`src/rtl/dmem_net_pkg.sv`:
```
// dmem_net_pkg: shared types and constants for the data-memory network interface
package dmem_net_pkg;
  typedef enum logic [1:0] {IDLE, REQ, WAIT, DONE} state_e;
  localparam logic [15:0] ERR_DATA = 16'hFFFF;
  localparam int DEST_W = 2;
  typedef struct packed {
    logic              write;
    logic [DEST_W-1:0] dest;
    logic [15:0]       addr;
    logic [15:0]       data;
  } req_t;
endpackage

```
`src/rtl/dmem_local_ram.sv`:
```
// dmem_local_ram: local word RAM with combinational read and clocked write
module dmem_local_ram #(
  parameter int LOCAL_AW = 8
) (
  input  logic                clk,
  input  logic                we,
  input  logic [LOCAL_AW-1:0] addr,
  input  logic [15:0]         wdata,
  output logic [15:0]         rdata
);
  logic [15:0] mem_q [2**LOCAL_AW];
  // commit stores on the edge; contents are deliberately left unreset
  always_ff @(posedge clk) if (we) mem_q[addr] <= wdata;
  assign rdata = mem_q[addr];
endmodule

```
`src/rtl/dmem_net_interface.sv`:
```
// dmem_net_interface: serves local addresses from RAM, forwards remote ones over the network
module dmem_net_interface
  import dmem_net_pkg::*;
#(
  parameter int NODE_W   = DEST_W,
  parameter int NODE_ID  = 0,
  parameter int LOCAL_AW = 8,
  parameter int TIMEOUT  = 255
) (
  input  logic              clk,
  input  logic              rst,
  input  logic              mem_read,
  input  logic              mem_write,
  input  logic [15:0]       address_rw,
  input  logic [15:0]       data_in,
  output logic [15:0]       data_out,
  output logic              stall,
  output logic              req_valid,
  input  logic              req_ready,
  output logic              req_write,
  output logic [NODE_W-1:0] req_dest,
  output logic [15:0]       req_addr,
  output logic [15:0]       req_data,
  input  logic              rsp_valid,
  output logic              rsp_ready,
  input  logic [15:0]       rsp_data,
  output logic              err
);
  localparam int CW = $clog2(TIMEOUT + 1);
  state_e         state_q, state_d;
  req_t           req_q, req_d, live, fields;
  logic [15:0]    rsp_q, rsp_d, ram_rdata;
  logic [CW-1:0]  cnt_q, cnt_d;
  logic           err_q, err_d;
  logic           access, is_local, idle, remote, ram_we;
  assign access   = mem_read | mem_write;
  assign is_local = address_rw[15:16-NODE_W] == NODE_W'(NODE_ID);
  assign idle     = state_q == IDLE;
  assign remote   = rst & idle & access & !is_local;
  assign ram_we   = rst & idle & mem_write & is_local;
  assign live     = '{write: mem_write, dest: DEST_W'(address_rw[15:16-NODE_W]), addr: address_rw, data: data_in};
  assign fields   = idle ? live : req_q;

  dmem_local_ram #(.LOCAL_AW(LOCAL_AW)) u_ram (
    .clk   (clk),
    .we    (ram_we),
    .addr  (address_rw[LOCAL_AW-1:0]),
    .wdata (data_in),
    .rdata (ram_rdata)
  );

  // next-state: issue, wait for handshake, wait for response or timeout, then complete
  always_comb begin
    state_d = state_q;
    req_d   = req_q;
    rsp_d   = rsp_q;
    cnt_d   = '0;
    err_d   = err_q;
    case (state_q)
      IDLE: if (remote) begin
        req_d   = live;
        state_d = req_ready ? WAIT : REQ;
      end
      REQ:  if (req_ready) state_d = WAIT;
      WAIT: begin
        cnt_d = cnt_q + 1'b1;
        if (rsp_valid) begin
          rsp_d   = req_q.write ? '0 : rsp_data;
          state_d = DONE;
        end else if (cnt_q == CW'(TIMEOUT - 1)) begin
          rsp_d   = ERR_DATA;
          err_d   = 1'b1;
          state_d = DONE;
        end
      end
      DONE: state_d = IDLE;
    endcase
  end

  // state and transaction registers, cleared asynchronously
  always_ff @(posedge clk or negedge rst) begin
    if (!rst) begin
      state_q <= IDLE;
      req_q   <= '0;
      rsp_q   <= '0;
      cnt_q   <= '0;
      err_q   <= 1'b0;
    end else begin
      state_q <= state_d;
      req_q   <= req_d;
      rsp_q   <= rsp_d;
      cnt_q   <= cnt_d;
      err_q   <= err_d;
    end
  end

  assign req_valid = remote | (rst & state_q == REQ);
  assign stall     = remote | (rst & (state_q == REQ | state_q == WAIT));
  assign rsp_ready = state_q != REQ;
  assign req_write = fields.write;
  assign req_dest  = NODE_W'(fields.dest);
  assign req_addr  = fields.addr;
  assign req_data  = fields.data;
  assign err       = err_q;
  assign data_out  = state_q == DONE ? rsp_q
                   : (idle & mem_read & !mem_write & is_local) ? ram_rdata : '0;
endmodule

```
`config.mk`:
```
export PLATFORM = sky130hd
export DESIGN_NAME = dmem_net_interface
export DESIGN_NICKNAME = d
export VERILOG_FILES = /design/src/rtl/dmem_net_pkg.sv /design/src/rtl/dmem_local_ram.sv /design/src/rtl/dmem_net_interface.sv
export SDC_FILE = /design/constraint.sdc
export NUM_CORES = 2
export LEC_CHECK = 0
export ABC_AREA = 0
export BUFFER_PORTS_ARGS = -buffer_cell sky130_fd_sc_hd__buf_4
export CAP_MARGIN = 20
export CELL_PAD_IN_SITES_DETAIL_PLACEMENT = 0
export CELL_PAD_IN_SITES_GLOBAL_PLACEMENT = 1
export CORE_ASPECT_RATIO = 1.75
export CORE_MARGIN = 3
export CORE_UTILIZATION = 45
export CTS_CLUSTER_SIZE = 10
export DETAILED_ROUTE_END_ITERATION = 8
export PLACE_DENSITY = 0.66
export SYNTH_ARGS = -nofsm -noshare
export SYNTH_HDL_FRONTEND = slang
export SYNTH_HIERARCHICAL = 1
export SYNTH_SLANG_ARGS = --single-unit
```
`constraint.sdc`:
```
create_clock -name clk -period 5.5 [get_ports clk]
set_input_delay 1.1 -clock clk [delete_from_list [all_inputs] [get_ports clk]]
set_output_delay 1.1 -clock clk [all_outputs]
set_load 0.01 [all_outputs]
```
==> impl_metrics.tcl <==
set metrics [dict create \
    violations "negative setup slack" \
    synth_seq_area_share_pct 78.7 \
    clk_path_buf_depth 4 \
    area_delta_synth_final_pct 17.3 \
    timing.final.ws_setup_ns -0.0530 \
    crit_type "primary input to primary output" \
    async_flop_share_pct 1.44 \
    core_area_mm2 0.349 \
    worstReg2RegEnd "u_ram/mem_q[227][9]$_DFFE_PP_" \
    avgSynthCellArea_um2 22.7 \
    fp.dieW_um 454 \
    cp_max_fo 9 \
    worst_slew_pin_slew_ns 1.44 \
    placed_cells 12100 \
    seq_area_mm2 0.124 \
    startpoint_type "primary input" \
    ioPinCount 109 \
    yosysUniqueCellTypes 44 \
    cp_top_family "compound AO/OA/AOI/OAI gates" \
    place.port_buffers 108 \
    dieArea_mm2 0.359 \
    reg2reg_depth 9 \
    peakVddDrop_mv 0.285 \
    grt_start_max_net_pins 181 \
    r2r_slack_ns 1.83 \
    ys_seq_elements 4156 \
    clkSlewWorstSetupHoldPaths_ns 0.06 \
    final_nets 8089 \
    end_kind "primary output" \
    synthFlopType "edfxtp_1" \
    htreeDepth 5 \
    period_minus_slack_ns 5.55 \
    die_y_um 790 \
    drtAntennaViolNets 0 \
    ys.warnings.count 6 \
    initialDrtViolationCount 8513 \
    tritoncts "yes" \
    synthCells 6960 \
    initial_core_util_pct 45.3 \
    final_cells 12700 \
    max-slew-margin-rel_pct 3.95 \
    cts_made_buffers 458 \
    power.total_mw 66.1 \
    r2r_start "state_q[0]$_DFFE_PN0P_" \
    crit_chain "buf_16 > buf_16 > buf_12 > buf_12 > buf_16 > buf_12 > mux4_2 > a22oi_1 > a21oi_2 > o41ai_4 > buf_4 > nand4_1 > a22o_1 > buf_6" \
    timing.final.max_slew_violations 0 \
    overflow 0 \
    maxCapViolations 0 \
    dp_hpwl_um 273000 \
    clk_latency_ns 0.96 \
    via_count 78600 \
    rsz0062_at_grt "true" \
    grt_usage_pct 24.5 \
    crit_required_ns 4.40 \
    timing_hold_violations_final 0 \
    drive_gt1_share_pct 34.9 \
    hold_slack_ns 0.376 \
    power_density_mw_per_mm2 356 \
    nFillCells 26400 \
    crit_buf_inv 8 \
    setup_viol 5 \
    post-route-period-util_pct 101 \
    crit_cells 14 \
    cts_sinks 4156 \
    synth_nets 7020 \
    cp_slowest_cell "o41ai_4" \
    rows 287 \
    outcome "finished with violations" \
    via_per_inst 6.17 \
    clock-root-buffer "clkbuf_16" \
    gp_congestion 0.844 \
    ctsHoldBuffers 0 \
    drc 0 \
    skew_ns 0.0538 \
    startpoint "address_rw[0]" \
    avgRoutedWirePerCell_um 34.5 \
    multi_input_area_mm2 0.0329 \
    min_path_type "primary input to flip-flop" \
    grt_pass1_vias 81800 \
    max_stage_delay_ns 0.61 \
    first_pass_iters 5 \
    antenna_found_initial 13 \
    arrival_ns 4.45 \
    total_leakage_power_nw 58.6 \
    totalWireLength_um 440000 \
    synth_edf_count 4096 \
    grt_pass1_wl_um 624000 \
    timing.fmax_mhz 180 \
    setup.worst_path.end "data_out[11]" \
    synth_area_mm2 0.158 \
    post-route-util_pct 53.1 \
]
==> power by group <==
| group | leakage [nW] | switching, mW | internal, mW |
|---|---|---|---|
| clock network | 5.91 | 11.4 | 14.9 |
| logic | 15.2 | 2.66 | 2.03 |
| registers | 37.5 | 0.129 | 35.0 |
==> cells by family (layout without fill, tap and decap cells) <==
kind of cell,count (synthesis),after routing,synth area share [%]
buffers and inverters,443,1582,1.29
xor gates and xnor gates,6,6,0.0332
other,0,12,0
and+or+nand+nor,384,384,1.05
muxes,1091,1091,15.1
AOI/OAI and AO/OA,874,874,3.83
DFF,4156,4156,78.7
adders and majority gates,6,6,0.0475
==> cell usage after synthesis, drive strengths merged, types with 7 or more instances <==
cell type	number	area (um2)
a21oi	256	1280
a22o	16	140
a22oi	512	3840
buf	184	1060
clkbuf	252	946
dfrtp	60	1500
edfxtp	4096	123000
inv	7	26.3
mux2	64	724
mux4	1024	23100
nand2	37	139
nand3	17	85.1
nand4	17	106
nor2	243	915
nor2b	23	144
nor3	31	155
o22a	16	140
o41ai	64	561
==> per-layer routing <==
layer	up-vias	track usage [%]	routed length, um
met5	-	0	26
li1	31700	-	-
met1	42800	29.7	155000
met4	4	12.3	26700
met2	3245	43.0	231000
met3	794	3.20	27500
==> state kept, by name, summed over array words and instances, names as in the netlist <==
name and count:
req_q 33, u_ram/mem_q 4096, state_q 2, cnt_q 8
err 1, rsp_q 16
==> metrics by stage <==
| step | TNS, ns | instance area, um2 | setup slack, ns |
|---|---|---|---|
| 6_report | -0.114 | 186000 | -0.0530 |
| 5_1_grt | -0.176 | 186000 | -0.0558 |
| 4_1_cts | -0.0873 | 185000 | -0.0465 |
| 3_5_place_dp | -6.44 | 171000 | -0.831 |
| 3_3_place_gp | -8.25 | 171000 | -1.08 |
| 2_1_floorplan | 0 | 158000 | 1.11 |
==> layout by cell type (no fill, tap or decap), types with 26 or more instances in the layout <==
| cell | instances |
|---|---|
| o41ai_2 | 35 |
| dfrtp_1 | 60 |
| clkbuf_1 | 49 |
| nand2_1 | 35 |
| a21oi_2 | 33 |
| mux4_2 | 1024 |
| mux2_2 | 61 |
| nor3_2 | 31 |
| a22oi_1 | 466 |
| buf_4 | 869 |
| buf_12 | 101 |
| nor2_1 | 217 |
| edfxtp_1 | 4096 |
| clkbuf_16 | 468 |
| a22oi_2 | 46 |
| a21oi_1 | 218 |
| buf_16 | 26 |
==> how the worst min path moves through the flow <==
stage	from	endpoint	slack [ns]	depth (start not counted)
after floorplan	req_q[32]$_DFFE_PN0P_	req_q[32]$_DFFE_PN0P_	0.44	2
after global routing	address_rw[11]	req_q[27]$_DFFE_PN0P_	0.34	2
after global placement	req_q[32]$_DFFE_PN0P_	req_q[32]$_DFFE_PN0P_	0.46	2
after detailed placement	err$_DFFE_PN0P_	err$_DFFE_PN0P_	0.46	1
final	address_rw[12]	req_q[28]$_DFFE_PN0P_	0.38	2
after CTS	address_rw[12]	req_q[28]$_DFFE_PN0P_	0.30	2
==> final cells by class <==
type	count	share of cell area, %
sequential	4156	67.1
multi-input combinational	2361	17.8
clock buffer	515	6.38
timing repair buffer	1045	5.52
tap	4624	3.12
clock inverter	15	0.134
antenna	12	0.0162
inverter	7	0.0142
==> timing repair <==
action | in CTS | in global routing
cloned | 17 | 3
pin swaps | 34 | 34
endpoints found under the setup margin | 16 | 16
setup buffers | 29 | 53
resized for setup | 118 | 52
No activity file was read; power rests on OpenSTA's default activity.
